File: config.mk
export PLATFORM = sky130hd
export DESIGN_NAME = reservation_station
export DESIGN_NICKNAME = d
export VERILOG_FILES = /design/src/rtl/reservation_station_pkg.sv /design/src/rtl/reservation_station_entry.sv /design/src/rtl/reservation_station.sv
export SDC_FILE = /design/constraint.sdc
export NUM_CORES = 1
export LEC_CHECK = 0
export BUFFER_PORTS_ARGS = -buffer_cell sky130_fd_sc_hd__clkbuf_2
export CORE_MARGIN = 3
export CORE_UTILIZATION = 40
export CTS_CLUSTER_SIZE = 14
export DETAILED_ROUTE_END_ITERATION = 10
export GPL_ROUTABILITY_DRIVEN = 0
export PLACE_DENSITY_LB_ADDON = 0.25
export SYNTH_ARGS = -nofsm -noshare
export SYNTH_HDL_FRONTEND = slang
export SYNTH_SLANG_ARGS = --single-unit
File: constraint.sdc
create_clock -name clk -period 2.9 [get_ports clk]
set_input_delay 0.145 -clock clk [delete_from_list [all_inputs] [get_ports clk]]
set_output_delay 0.145 -clock clk [all_outputs]
set_load 0.02 [all_outputs]
File: src/rtl/reservation_station_pkg.sv
// Shared widths, tag constants, ALU op codes and station IDs for the Tomasulo reservation stations.
package reservation_station_pkg;
  localparam int unsigned DATA_W = 32;
  localparam int unsigned TAG_W  = 4;
  localparam logic [TAG_W-1:0] NO_TAG = '0;

  typedef enum logic [1:0] {
    ALU_ADD = 2'd0,
    ALU_SUB = 2'd1,
    ALU_AND = 2'd2,
    ALU_OR  = 2'd3
  } alu_op_e;

  localparam int unsigned ST_ADDSUB = 1;
  localparam int unsigned ST_MULT   = 2;
  localparam int unsigned ST_DIV    = 3;
endpackage

File: src/rtl/reservation_station_entry.sv
// One reservation-station slot: operand storage, CDB snoop and issue-time CDB bypass.
// RS_AGE_ORDER_EN adds a saturating 2-bit age counter per slot.
module rs_entry #(
  parameter int unsigned DATA_W = reservation_station_pkg::DATA_W,
  parameter int unsigned TAG_W  = reservation_station_pkg::TAG_W
) (
  input  logic              clk,
  input  logic              rst,
  input  logic              wr_en,
  input  logic [1:0]        wr_op,
  input  logic [DATA_W-1:0] wr_vj,
  input  logic [DATA_W-1:0] wr_vk,
  input  logic [TAG_W-1:0]  wr_qj,
  input  logic [TAG_W-1:0]  wr_qk,
  input  logic              cdb_valid,
  input  logic [TAG_W-1:0]  cdb_tag,
  input  logic [DATA_W-1:0] cdb_data,
  input  logic              free,
`ifdef RS_AGE_ORDER_EN
  input  logic              age_inc,
  output logic [1:0]        age,
`endif
  output logic              busy,
  output logic              ready,
  output logic [1:0]        op,
  output logic [DATA_W-1:0] vj,
  output logic [DATA_W-1:0] vk
);
  import reservation_station_pkg::*;

  logic [TAG_W-1:0] qj, qk;
  logic cdb_live, j_hit, k_hit, wj_hit, wk_hit;

  assign cdb_live = cdb_valid && (cdb_tag != TAG_W'(NO_TAG));
  assign j_hit    = cdb_live && busy && (qj == cdb_tag);
  assign k_hit    = cdb_live && busy && (qk == cdb_tag);
  assign wj_hit   = cdb_live && (wr_qj == cdb_tag);
  assign wk_hit   = cdb_live && (wr_qk == cdb_tag);
  assign ready    = busy && (qj == '0) && (qk == '0);

  always_ff @(posedge clk) begin
    if (rst) begin
      busy <= 1'b0;
      op   <= '0;
      vj   <= '0;
      vk   <= '0;
      qj   <= '0;
      qk   <= '0;
    end else if (wr_en) begin
      busy <= 1'b1;
      op   <= wr_op;
      vj   <= wj_hit ? cdb_data : wr_vj;
      qj   <= wj_hit ? '0 : wr_qj;
      vk   <= wk_hit ? cdb_data : wr_vk;
      qk   <= wk_hit ? '0 : wr_qk;
    end else begin
      if (free) busy <= 1'b0;
      if (j_hit) begin
        vj <= cdb_data;
        qj <= '0;
      end
      if (k_hit) begin
        vk <= cdb_data;
        qk <= '0;
      end
    end
  end

`ifdef RS_AGE_ORDER_EN
  always_ff @(posedge clk) begin
    if (rst) age <= '0;
    else if (wr_en) age <= '0;
    else if (age_inc && busy && (age != 2'd3)) age <= age + 2'd1;
  end
`endif
endmodule

File: src/rtl/reservation_station.sv
// Tomasulo reservation station: free-slot encoder, dispatch selector and dispatch lock.
// RS_AGE_ORDER_EN selects the oldest ready entry instead of the lowest-index one.
module reservation_station #(
  parameter int unsigned ENTRIES    = 3,
  parameter int unsigned STATION_ID = reservation_station_pkg::ST_ADDSUB,
  parameter int unsigned DATA_W     = reservation_station_pkg::DATA_W,
  parameter int unsigned TAG_W      = reservation_station_pkg::TAG_W
) (
  input  logic              clk,
  input  logic              rst,
  input  logic              issue_en,
  input  logic [1:0]        issue_op,
  input  logic [DATA_W-1:0] issue_vj,
  input  logic [DATA_W-1:0] issue_vk,
  input  logic [TAG_W-1:0]  issue_qj,
  input  logic [TAG_W-1:0]  issue_qk,
  output logic [TAG_W-1:0]  issue_tag,
  output logic              is_full,
  input  logic              cdb_valid,
  input  logic [TAG_W-1:0]  cdb_tag,
  input  logic [DATA_W-1:0] cdb_data,
  output logic              exec_valid,
  input  logic              exec_ready,
  output logic [1:0]        exec_op,
  output logic [DATA_W-1:0] exec_a,
  output logic [DATA_W-1:0] exec_b,
  output logic [TAG_W-1:0]  exec_tag
);
  import reservation_station_pkg::*;

  localparam int unsigned SLOT_W = TAG_W - 2;
  localparam logic [1:0]  SID    = 2'(STATION_ID);

  logic [ENTRIES-1:0] ent_busy, ent_ready;
  logic [1:0]         ent_op [ENTRIES];
  logic [DATA_W-1:0]  ent_vj [ENTRIES];
  logic [DATA_W-1:0]  ent_vk [ENTRIES];
`ifdef RS_AGE_ORDER_EN
  logic [1:0]         ent_age [ENTRIES];
  logic [1:0]         best_age;
`endif

  logic [SLOT_W-1:0] free_slot, sel_slot, cur_slot, lock_slot;
  logic              free_found, any_ready, lock_vld, issue_acc, accept;

  assign is_full   = &ent_busy;
  assign issue_acc = issue_en && !is_full;
  assign issue_tag = {SID, free_slot};

  always_comb begin
    free_slot  = '0;
    free_found = 1'b0;
    for (int unsigned i = 0; i < ENTRIES; i++) begin
      if (!ent_busy[i] && !free_found) begin
        free_slot  = SLOT_W'(i);
        free_found = 1'b1;
      end
    end
  end

  always_comb begin
    sel_slot  = '0;
    any_ready = 1'b0;
`ifdef RS_AGE_ORDER_EN
    best_age  = '0;
`endif
    for (int unsigned i = 0; i < ENTRIES; i++) begin
`ifdef RS_AGE_ORDER_EN
      if (ent_ready[i] && (!any_ready || ent_age[i] > best_age)) begin
        sel_slot  = SLOT_W'(i);
        best_age  = ent_age[i];
        any_ready = 1'b1;
      end
`else
      if (ent_ready[i] && !any_ready) begin
        sel_slot  = SLOT_W'(i);
        any_ready = 1'b1;
      end
`endif
    end
  end

  // A stalled presentation stays pinned to its slot; a locked entry stays ready
  // because its tags are already zero and the CDB never matches tag zero.
  assign cur_slot   = lock_vld ? lock_slot : sel_slot;
  assign exec_valid = lock_vld || any_ready;
  assign accept     = exec_valid && exec_ready;

  always_comb begin
    exec_op  = '0;
    exec_a   = '0;
    exec_b   = '0;
    exec_tag = '0;
    if (exec_valid) begin
      exec_tag = {SID, cur_slot};
      for (int unsigned i = 0; i < ENTRIES; i++) begin
        if (cur_slot == SLOT_W'(i)) begin
          exec_op = ent_op[i];
          exec_a  = ent_vj[i];
          exec_b  = ent_vk[i];
        end
      end
    end
  end

  always_ff @(posedge clk) begin
    if (rst) begin
      lock_vld  <= 1'b0;
      lock_slot <= '0;
    end else if (accept) begin
      lock_vld  <= 1'b0;
    end else if (exec_valid) begin
      lock_vld  <= 1'b1;
      lock_slot <= cur_slot;
    end
  end

  for (genvar g = 0; g < ENTRIES; g++) begin : g_ent
    rs_entry #(
      .DATA_W (DATA_W),
      .TAG_W  (TAG_W)
    ) u_entry (
      .clk       (clk),
      .rst       (rst),
      .wr_en     (issue_acc && (free_slot == SLOT_W'(g))),
      .wr_op     (issue_op),
      .wr_vj     (issue_vj),
      .wr_vk     (issue_vk),
      .wr_qj     (issue_qj),
      .wr_qk     (issue_qk),
      .cdb_valid (cdb_valid),
      .cdb_tag   (cdb_tag),
      .cdb_data  (cdb_data),
      .free      (accept && (cur_slot == SLOT_W'(g))),
`ifdef RS_AGE_ORDER_EN
      .age_inc   (issue_acc),
      .age       (ent_age[g]),
`endif
      .busy      (ent_busy[g]),
      .ready     (ent_ready[g]),
      .op        (ent_op[g]),
      .vj        (ent_vj[g]),
      .vk        (ent_vk[g])
    );
  end
endmodule

## Word level (Yosys, flattened, before mapping)

Index checks and enable logic that the tools add are counted.

| operators by class | value |
|---|---|
| mux-type cells | 57 |
| reductions and logical operators | 58 |
| equality and inequality tests | 12 |
| bitwise logic cells | 1 |

Operators with widths:

| operator | number |
|---|---|
| 32-bit two-way mux | 22 |
| 4-bit two-way mux | 14 |
| 4-bit == test | 8 |
| 1-bit logical AND | 30 |
| 4-bit zero test | 6 |
| 2-bit nonzero test | 9 |
| 2-bit two-way mux | 7 |
| 1-bit two-way mux | 13 |
| 1-bit zero test | 6 |
| 2-bit by 1-bit == test with 1-bit output, second input constant | 2 |
| 2-bit == test, second input constant | 2 |
| 2-bit zero test | 2 |
| 4-bit nonzero test | 1 |
| 3-bit two-way mux | 1 |
| 3-bit AND reduction | 1 |
| 2-bit AND reduction | 1 |
| 2-bit OR reduction | 1 |
| 1-bit logical OR | 1 |
| 1-bit NOT | 1 |

| storage, ports and cells | value |
|---|---|
| logic and storage cells | 148 |
| output and inout port bits | 76 |
| register bits after elaboration | 228 |

## Depth between registers and ports, before layout

Gate-level depths: netlist of run 1.

| logic depth | value |
|---|---|
| depth in word-level cells | 16 |
| depth in mapped cells | 9 |
| mapped depth without buffers | 6 |

## Hierarchy

Synthesis of run 1 repeated with hierarchy kept, for this count alone.

| unflattened totals | value |
|---|---|
| cells, all modules | 2148 |
| area total of the unflattened synthesis | 18906.9 sq um |

Modules (own cells, without submodules):

| module | cells an instance | instances | area an instance (sq um) | sequential area each (sq um) |
|---|---|---|---|---|
| rs_entry | 601 | 3 | 5565.3 | 1501.4 |
| reservation_station | 345 | 1 | 2210.9 | 60.1 |

## Worst setup path after synthesis of run 1

No wires, ideal clock.

| path | value |
|---|---|
| path kind | register to output |
| start point | register g_ent[1].u_entry.qk[0] |
| end point | output exec_b[22] |
| setup slack | 0.848 ns |
| required time | 2.755 ns |
| data arrival time | 1.907 ns |
| path buffers | 2 |
| stages on the path, launching flop included | 9 |
| path through | dfxtp_1 nor4_1 nand4b_1 a32oi_1 buf_4 inv_4 buf_6 mux2i_1 o21ai_1 |

| between the ends | value |
|---|---|
| longest elaborated chain between the ends | 13 |
| elaborated cells on any way between the ends | 18 |

RTL lines:

| what | line | source |
|---|---|---|
| start, declared | reservation_station_entry.sv:31 | `logic [TAG_W-1:0] qj, qk;` |
| start signal, assigned | reservation_station_entry.sv:55 | `qk <= wk_hit ? '0 : wr_qk;` |
| 4-bit zero test (*) | reservation_station_entry.sv:39 | `assign ready = busy && (qj == '0) && (qk == '0);` |
| 1-bit logical AND (*) | reservation_station_entry.sv:39 |  |
| 1-bit logical AND (*) | reservation_station.sv:75 | `if (ent_ready[i] && !any_ready) begin` |
| 1-bit two-way mux | reservation_station.sv:75 |  |
| 1-bit zero test | reservation_station.sv:75 |  |
| 1-bit logical AND | reservation_station.sv:75 |  |
| 2-bit two-way mux | reservation_station.sv:75 |  |
| 2-bit two-way mux | reservation_station.sv:85 | `assign cur_slot = lock_vld ? lock_slot : sel_slot;` |
| 2-bit zero test | reservation_station.sv:97 | `if (cur_slot == SLOT_W'(i)) begin` |
| 32-bit two-way mux (3 in series) | reservation_station.sv:97 |  |
| 32-bit two-way mux (*) | reservation_station.sv:94 | `if (exec_valid) begin` |
| end, declared | reservation_station.sv:26 | `output logic [DATA_W-1:0] exec_b,` |

Every way passes the cells marked *; elsewhere a longest branch is shown, timed or not.

## Worst setup path in the final report of run 1

| path | value |
|---|---|
| start point | register g_ent[1].u_entry.qk[0] |
| end point | output exec_b[5] |

Same word-level chain as after synthesis.

==> metrics.csv, run 1 <==
metric,value,unit
run_status,"complete, no violations",
syn_area_per_cell,9.27,um^2
finalSetupViolCount,0,
final_common_cell,a211oi_1,
pre_cts_slack,0.491,ns
ff2ff_path_depth,7,
clock_power_share,40.7,%
grt_pass1_wl,68.7,mm
ys.warnings.count,0,
path_max_fanout,32,
powerDensity,520,nW/um^2
regArea,4570,um^2
critPathSlowestCell,dfxtp_1,
seqPwrFrac,42.7,%
die_height,189,um
start_util,41.0,%
final_hold_viol_count,0,
max-slew-margin-rel,41.4,%
wire_per_inst,21.8,um
yosysSeqAreaShare,34.0,%
worstHoldPathType,in2reg,
die-area,35800,um^2
critPathBufInv,3,
synth-simple-area-share,9.31,%
synthXorXnorAreaFrac,2.09,%
vias_per_cell,6.01,
timing.final.crit_period,2.78,ns
numCtsBuffers,27,
synth.area.mux_share,19.3,%
die_w,189,um
r2r-end,g_ent[2].u_entry.busy$_SDFFE_PP0P_,
grt_max_degree,115,
worstPathCellList,"nor4_1, nand4b_1, buf_4, a21oi_2, a21o_2, buf_12, o21ai_1, clkbuf_2",
synth_compound_area_share,26.5,%
ir_drop,0.000357,V
drc_errors,0,
critPathArrivalTime,2.63,ns
post-dp-hpwl,26.4,mm
fin_ws,0.124,ns
drt-initial-drc-count,988,
maxCapViolCount,0,
cts_sinks,228,
layout-drive-gt1-share,19.2,%
max_stage_delay,0.33,ns
synth-edff-count,0,
synth_top_family_by_area,compound AO/OA/AOI/OAI gates,
async_reset_ff_share,0,%
gr-usage-met1,33.5,%
antenna_left,0,
required,2.76,ns
syn_area,13400,um^2
fin_skew,0.00943,ns
synthFlopType,dfxtp_1,
clk_path_buf_depth,3,
clk_pin_slew,0.06,ns
crit_end,exec_b[5],
syn_inst,1449,
power,8.04,mW
path_class,reg2out,
start_kind,register,
worst-path-stages,8,
io_buffers,187,
ios,191,
ys_seq_elements,228,
htree_levels,1,
cp-end-kind,output port,
clk_latency,0.52,ns
wl,43.8,mm
crit_path_start,g_ent[1].u_entry.qk[0]$_SDFFE_PP0P_,
switchingPower,2.30,mW
grt-busiest-layer,met2,
pwr-share-comb,16.6,%
p_sw_share,28.6,%
grt.total_usage,23.6,%
multiInputGateArea,7810,um^2
design_area,15500,um^2
grt_pass1_vias,12000,
ys_types,43,
root_buffer,clkbuf_16,
rr_startpoint,g_ent[2].u_entry.qj[0]$_SDFFE_PP0P_,
r2r_slack,0.81,ns
intPower,5.74,mW
post_dp_cell_area,14400,um^2
vias,12100,
drv_slew,0,
area_growth,15.1,%
grt.overflow.total,0,
layout.nets,1663,
period_share,95.7,%
first_pass_iters,5,
core_area,32800,um^2
nFillCells,3205,
critPathTopFamily,buffers and inverters,
grtUsageMet2,37.8,%
num_rows,66,
worst_pin_slew,0.876,ns
mostFrequentLayoutCells,"a211oi_1, mux2i_1, dfxtp_1, clkbuf_2, nand2_1",
max_freq,0.360,GHz
met3_usage,4.05,%
antenna_found_initial,2,
synthAdderAreaFrac,0,%
cts_tree,built,
power.leakage,6.86,nW
## synth_stat cells, types with 3 or more instances
master	count	area (um^2)
inv_1	32	120
nor2_1	10	37.5
xor2_1	24	210
buf_2	21	105
o21ai_1	66	330
nand2_1	83	312
clkbuf_1	92	345
nor4_2	6	75.1
nand4_1	3	18.8
nand3_1	49	245
a21oi_1	32	160
nor3_1	66	330
a211oi_2	14	175
mux2i_1	259	2590
xnor2_1	8	70.1
and2_1	5	31.3
a211oi_1	371	2790
buf_4	10	75.1
nor2b_1	4	25.0
dfxtp_1	228	4560
buf_12	18	360
nand2_8	6	120
buf_6	13	146
buf_1	6	22.5
## state kept, by name, indices dropped and copies added (netlist names)
register / cells
lock_vld: 1
g_ent.u_entry.qk: 12
g_ent.u_entry.op: 6
lock_slot: 2
g_ent.u_entry.busy: 3
g_ent.u_entry.vk: 96
g_ent.u_entry.qj: 12
g_ent.u_entry.vj: 96
## per-stage QoR
step / hold WS [ns] / cells / util [%] / setup TNS (ns)
global route: 0.0215 / 2008 / 47.2 / -0.00800
floorplan: 0.254 / 1450 / - / 0
finish: 0.0176 / 2008 / 47.2 / 0
detailed placement: 0.412 / 1947 / 43.8 / 0
global placement: 0.405 / 1947 / 43.8 / 0
CTS: 0.00246 / 2005 / 46.9 / 0
## routing by layer
layer / vias to the layer above / share of wire, %
met4: 2 / 1.6
li1: 5752 / -
met2: 405 / 45
met1: 5852 / 46
met3: 49 / 7.1
met5: - / 0.030
## final cells by class
class                           instances  area share (%)
Multi-Input combinational cell       1029            50.5
Sequential cell                       228            29.5
Timing Repair Buffer                  229            10.1
Clock buffer                           41            5.10
Tap cell                              442            3.58
Inverter                               33           0.850
Clock inverter                          5           0.324
Antenna cell                            1          0.0162
## power groups by stage
| stage | Clock [mW] | Combinational [mW] | Sequential [mW] |
|---|---|---|---|
| CTS | 3.35 | 1.32 | 3.43 |
| global route | 3.47 | 1.45 | 3.45 |
| global placement | 0 | 1.28 | 3.49 |
| floorplan | 0 | 0.840 | 3.46 |
| detailed placement | 0 | 1.29 | 3.49 |
| finish | 3.28 | 1.34 | 3.43 |
## worst min path at each step
stage / from / endpoint / slack (ns) / cells after the start
final: issue_en / g_ent[0].u_entry.busy$_SDFFE_PP0P_ / 0.02 / 3
after global routing: issue_vj[17] / g_ent[0].u_entry.vj[17]$_SDFFE_PP0P_ / 0.02 / 3
after CTS: issue_en / g_ent[0].u_entry.busy$_SDFFE_PP0P_ / 0.002 / 3
after detailed placement: issue_op[0] / g_ent[0].u_entry.op[0]$_SDFFE_PP0P_ / 0.41 / 3
after global placement: issue_op[0] / g_ent[2].u_entry.op[0]$_SDFFE_PP0P_ / 0.41 / 3
after floorplan: exec_ready / g_ent[1].u_entry.busy$_SDFFE_PP0P_ / 0.25 / 1
## kinds of logic (layout without fill, tap and decap cells)
kind of cell / Yosys count / in the layout
other cells: 2 / 4
simple gates: 240 / 240
xor+xnor: 32 / 32
buf+inv: 193 / 308
flops: 228 / 228
mux: 259 / 259
compound gates: 495 / 495
## tightest hold or removal path, cell delays in order
cell and delay [ns]:
clkbuf_2 0.18, nor2_1 0.12, a311oi_1 0.05
## repair_timing
| item | 4_1_cts | 5_1_grt |
|---|---|---|
| cloned | 1 | 1 |
| setup buffers | 0 | 1 |
| pin swaps | 1 | 3 |
| gates resized for setup | 5 | 14 |
| hold endpoints to repair | 31 | 0 |
| endpoints found under the setup margin | 22 | 50 |
| hold buffers | 11 | 0 |
No activity file was read; power rests on OpenSTA's default activity.
==> run 2, diff against run 1 <==
Clock period 2.9 ns to 3.1 ns, I/O delays scaled along.
==> metrics.csv, run 2 (synthesis results as in run 1) <==
metric,value,unit
rsz0062_at_grt,yes,
maxCapViolCount,0,
start_kind,register,
drv_slew,0,
whs,0.0302,ns
fin_ws,0.108,ns
first_pass_iters,5,
vias,12000,
grt_pass1_wl,67.0,mm
rr_startpoint,g_ent[0].u_entry.busy$_SDFFE_PP0P_,
nFillCells,3209,
layout.nets,1661,
r2r_slack,1.00,ns
die_w,189,um
required,2.94,ns
core_area,32800,um^2
final_common_cell,a211oi_1,
path_max_fanout,16,
critPathTopFamily,simple AND/OR/NAND/NOR gates,
largestRegisters,"g_ent.u_entry.vj x96, g_ent.u_entry.vk x96",
grt.total_usage,23.0,%
layout-drive-gt1-share,18.8,%
area_growth,14.0,%
fin_setup_tns,0,ns
mostFrequentLayoutCells,"a211oi_1, mux2i_1, dfxtp_1, clkbuf_2, nand2_1",
critPathSlowestCell,nor4_1,
io_buffers,187,
antenna_found_initial,1,
grt.overflow.total,0,
drc_errors,0,
cp-end-kind,output port,
wl,42.5,mm
clk_pin_slew,0.06,ns
start_util,41.0,%
antenna_left,0,
ir_drop,0.000360,V
grt_pass1_vias,11600,
max-slew-margin-rel,40.3,%
worst-path-stages,8,
finalSetupViolCount,0,
critPathBufInv,3,
worstHoldPathType,in2reg,
insertedDiodeCount,0,
ios,191,
num_rows,66,
die_height,189,um
max_stage_delay,0.39,ns
worst_pin_slew,0.893,ns
powerDensity,495,nW/um^2
utilization,46.7,%
fin_skew,0.00809,ns
drt-initial-drc-count,866,
post-dp-hpwl,26.4,mm
regArea,4560,um^2
die-area,35800,um^2
timing.final.crit_period,2.99,ns
grt_max_degree,97,
period_share,96.5,%
run_status,"complete, no violations",
cts_sinks,228,
critPathArrivalTime,2.84,ns
final_hold_viol_count,0,
cts_tree,built,
crit_end,exec_b[21],
vias_per_cell,5.99,
max_freq,0.334,GHz
ff2ff_path_depth,5,
pre_cts_slack,0.555,ns
htree_levels,1,
clk_latency,0.52,ns
multiInputGateArea,7770,um^2
numCtsBuffers,27,
path_class,reg2out,
r2r-end,g_ent[1].u_entry.vk[28]$_SDFFE_PP0P_,
power.leakage,6.79,nW
root_buffer,clkbuf_16,
worstPathCellList,"nor4_1, and4_1, a32oi_4, inv_6, buf_4, mux2i_1, o21ai_1, clkbuf_2",
wire_per_inst,21.2,um
clk_path_buf_depth,3,
crit_path_start,g_ent[2].u_entry.qj[0]$_SDFFE_PP0P_,
run 2: worst register-to-register path, delay by kind of cell, from the launching register on:
family	cells	cell delay (ns)
simple gates	2	0.72
buf+inv	1	0.41
compound gates	2	0.39
flops	1	0.45
run 2: repair_timing:
item,CTS,global route
pin swaps,1,0
gates resized for setup,0,2
hold buffers,11,0
setup endpoints to repair,3,24
buffers inserted,1,0
endpoints found under the hold margin,31,0
run 2: final cells by class:
type / instances / share of cell area (%)
Clock inverter: 9 / 0.637
Tap cell: 442 / 3.61
Sequential cell: 228 / 29.8
Multi-Input combinational cell: 1029 / 50.7
Clock buffer: 38 / 5.08
Inverter: 33 / 0.842
Timing Repair Buffer: 227 / 9.28
run 2: where the power goes:
part           switching [mW]  total, mW  internal (mW)
clock                    1.26       3.16           1.90
combinational           0.780       1.21          0.432
sequential              0.103       3.21           3.10
run 2: per-stage QoR:
stage,instances,total power [mW],cell area [um^2]
after floorplan,1450,4.02,13400
after global routing,2006,7.88,15300
after CTS,2006,7.63,15300
final,2006,7.58,15300
after global placement,1947,4.44,14300
after detailed placement,1947,4.46,14300
run 2: per-layer routing:
layer	track usage, %	routed length, um	vias to the layer above
li1	-	-	5746
met4	4.41	777	2
met5	0	13	-
met1	32.5	19900	5833
met3	3.54	2500	48
met2	37.7	19300	377
run 2: how the worst min path moves through the flow:
stage,to,start,cells past startpoint,slack [ns]
6_report,g_ent[0].u_entry.vk[9]$_SDFFE_PP0P_,issue_vk[9],3,0.03
5_1_grt,g_ent[0].u_entry.vk[12]$_SDFFE_PP0P_,issue_vk[12],3,0.03
4_1_cts,g_ent[1].u_entry.vk[12]$_SDFFE_PP0P_,issue_vk[12],3,0.008
3_5_place_dp,g_ent[0].u_entry.op[0]$_SDFFE_PP0P_,issue_op[0],3,0.42
3_3_place_gp,g_ent[0].u_entry.op[0]$_SDFFE_PP0P_,issue_op[0],3,0.42
2_1_floorplan,g_ent[1].u_entry.busy$_SDFFE_PP0P_,exec_ready,1,0.26
==> run 3, diff against run 2 <==
Settings changed: CTS_BUF_LIST set to sky130_fd_sc_hd__clkbuf_8.
==> metrics.csv, run 3 (synthesis results as in run 1) <==
metric,value,unit
rsz0062_at_grt,no,
finalSetupViolCount,0,
clk_latency,0.54,ns
critPathSlowestCell,a32oi_4,
required,2.94,ns
die_height,189,um
layout-drive-gt1-share,20.0,%
drc_errors,0,
grt_max_degree,97,
post-dp-hpwl,26.4,mm
start_kind,register,
fin_setup_tns,0,ns
timing.final.crit_period,2.97,ns
numCtsBuffers,43,
grt.total_usage,23.3,%
run_status,"complete, no violations",
largestRegisters,"g_ent.u_entry.vj x96, g_ent.u_entry.vk x96",
final_common_cell,a211oi_1,
first_pass_iters,5,
grt_pass1_vias,11900,
die-area,35800,um^2
grt_pass1_wl,67.6,mm
fin_skew,0.0221,ns
max_stage_delay,0.38,ns
drv_slew,0,
final_hold_viol_count,0,
drt-initial-drc-count,824,
ios,191,
cp-end-kind,output port,
wire_per_inst,21.1,um
antenna_left,0,
maxCapViolCount,0,
clk_path_buf_depth,3,
ir_drop,0.000285,V
path_class,reg2out,
htree_levels,2,
grt.overflow.total,0,
max-slew-margin-rel,41.0,%
critPathBufInv,3,
io_buffers,187,
worstPathCellList,"nor3_1, a41oi_1, a32oi_4, inv_8, buf_4, mux2i_1, o21ai_1, clkbuf_2",
power.leakage,6.95,nW
mostFrequentLayoutCells,"a211oi_1, mux2i_1, dfxtp_1, clkbuf_2, nand2_1",
nFillCells,3212,
die_w,189,um
vias,12100,
whs,0.0304,ns
start_util,41.0,%
worstHoldPathType,in2reg,
num_rows,66,
layout.nets,1690,
clk_pin_slew,0.06,ns
antenna_found_initial,1,
powerDensity,482,nW/um^2
wl,43.2,mm
period_share,95.7,%
critPathArrivalTime,2.81,ns
worst_pin_slew,0.883,ns
critPathTopFamily,compound AO/OA/AOI/OAI gates,
core_area,32800,um^2
cts_sinks,228,
area_growth,15.5,%
path_max_fanout,16,
cts_tree,built,
multiInputGateArea,7780,um^2
vias_per_cell,5.91,
regArea,4560,um^2
root_buffer,clkbuf_8,
max_freq,0.337,GHz
-- run 3: cell types whose count changed in the layout (fill, tap and decap cells not counted), moves of 2 or more --
cell and delta:
bufinv_16 -2, clkbuf_1 -5, clkbuf_16 -26, clkbuf_8 +56, clkinv_2 -2, diode_2 +2
dlygate4sd3_1 +11, inv_1 +11, nor4_1 -2, nor4_2 +2
-- run 3: final timing paths --
check                                      startpoint                                   to  slack [ns]  cells past startpoint
setup / recovery  g_ent[0].u_entry.qj[0]$_SDFFE_PP0P_                           exec_b[21]        0.13                      8
hold / removal                            issue_vk[9]  g_ent[0].u_entry.vk[9]$_SDFFE_PP0P_        0.03                      3
setup reg to reg   g_ent[0].u_entry.busy$_SDFFE_PP0P_   g_ent[2].u_entry.busy$_SDFFE_PP0P_        0.87                      7
hold reg to reg   g_ent[2].u_entry.op[1]$_SDFFE_PP0P_  g_ent[2].u_entry.op[1]$_SDFFE_PP0P_        0.46                      2
-- run 3: per-layer routing --
| metal | global-route usage, % | part of all wire [%] | vias to the layer above |
|---|---|---|---|
| met4 | 5.43 | 1.5 | 0 |
| met1 | 32.7 | 46 | 5849 |
| met5 | 0 | 0 | - |
| met3 | 3.83 | 6.4 | 51 |
| met2 | 37.6 | 46 | 424 |
| li1 | - | - | 5797 |
-- run 3: cell type report --
class	count	area share, %
antenna	2	0.0323
clock buffer	62	5.50
clock inverter	15	0.395
inverter	33	0.847
multi-input combinational	1029	50.2
sequential	228	29.4
tap	442	3.57
timing repair buffer	240	10.1
-- run 3: metrics by stage --
| step | instances | power (mW) | utilization, % | setup WS, ns | cell area [um^2] |
|---|---|---|---|---|---|
| detailed placement | 1947 | 4.46 | 43.6 | 0.555 | 14300 |
| finish | 2051 | 7.48 | 47.3 | 0.134 | 15500 |
| global placement | 1947 | 4.44 | 43.6 | 0.598 | 14300 |
| CTS | 2047 | 7.54 | 47.1 | 0.0248 | 15500 |
| floorplan | 1450 | 4.02 | - | 1.04 | 13400 |
| global route | 2050 | 7.83 | 47.3 | 0.0221 | 15500 |
-- run 3: power breakdown --
group / switching [mW] / internal [mW]
logic: 0.787 / 0.445
clock network: 1.29 / 1.76
registers: 0.103 / 3.11
-- run 3: worst register-to-register path: stages (launching register included) --
cell and delay [ns]:
dfxtp_1 0.38, nor2b_1 0.18, a41oi_1 0.42, a32oi_4 0.26
buf_4 0.21, clkbuf_16 0.22, o31ai_1 0.31, a21oi_1 0.11
-- run 3: repair_timing --
action	CTS	global route
buffers inserted	1	1
cloned	0	1
resized for setup	0	6
endpoints found under the hold margin	47	0
pin swaps	1	1
hold buffers	22	0
endpoints found under the setup margin	7	40
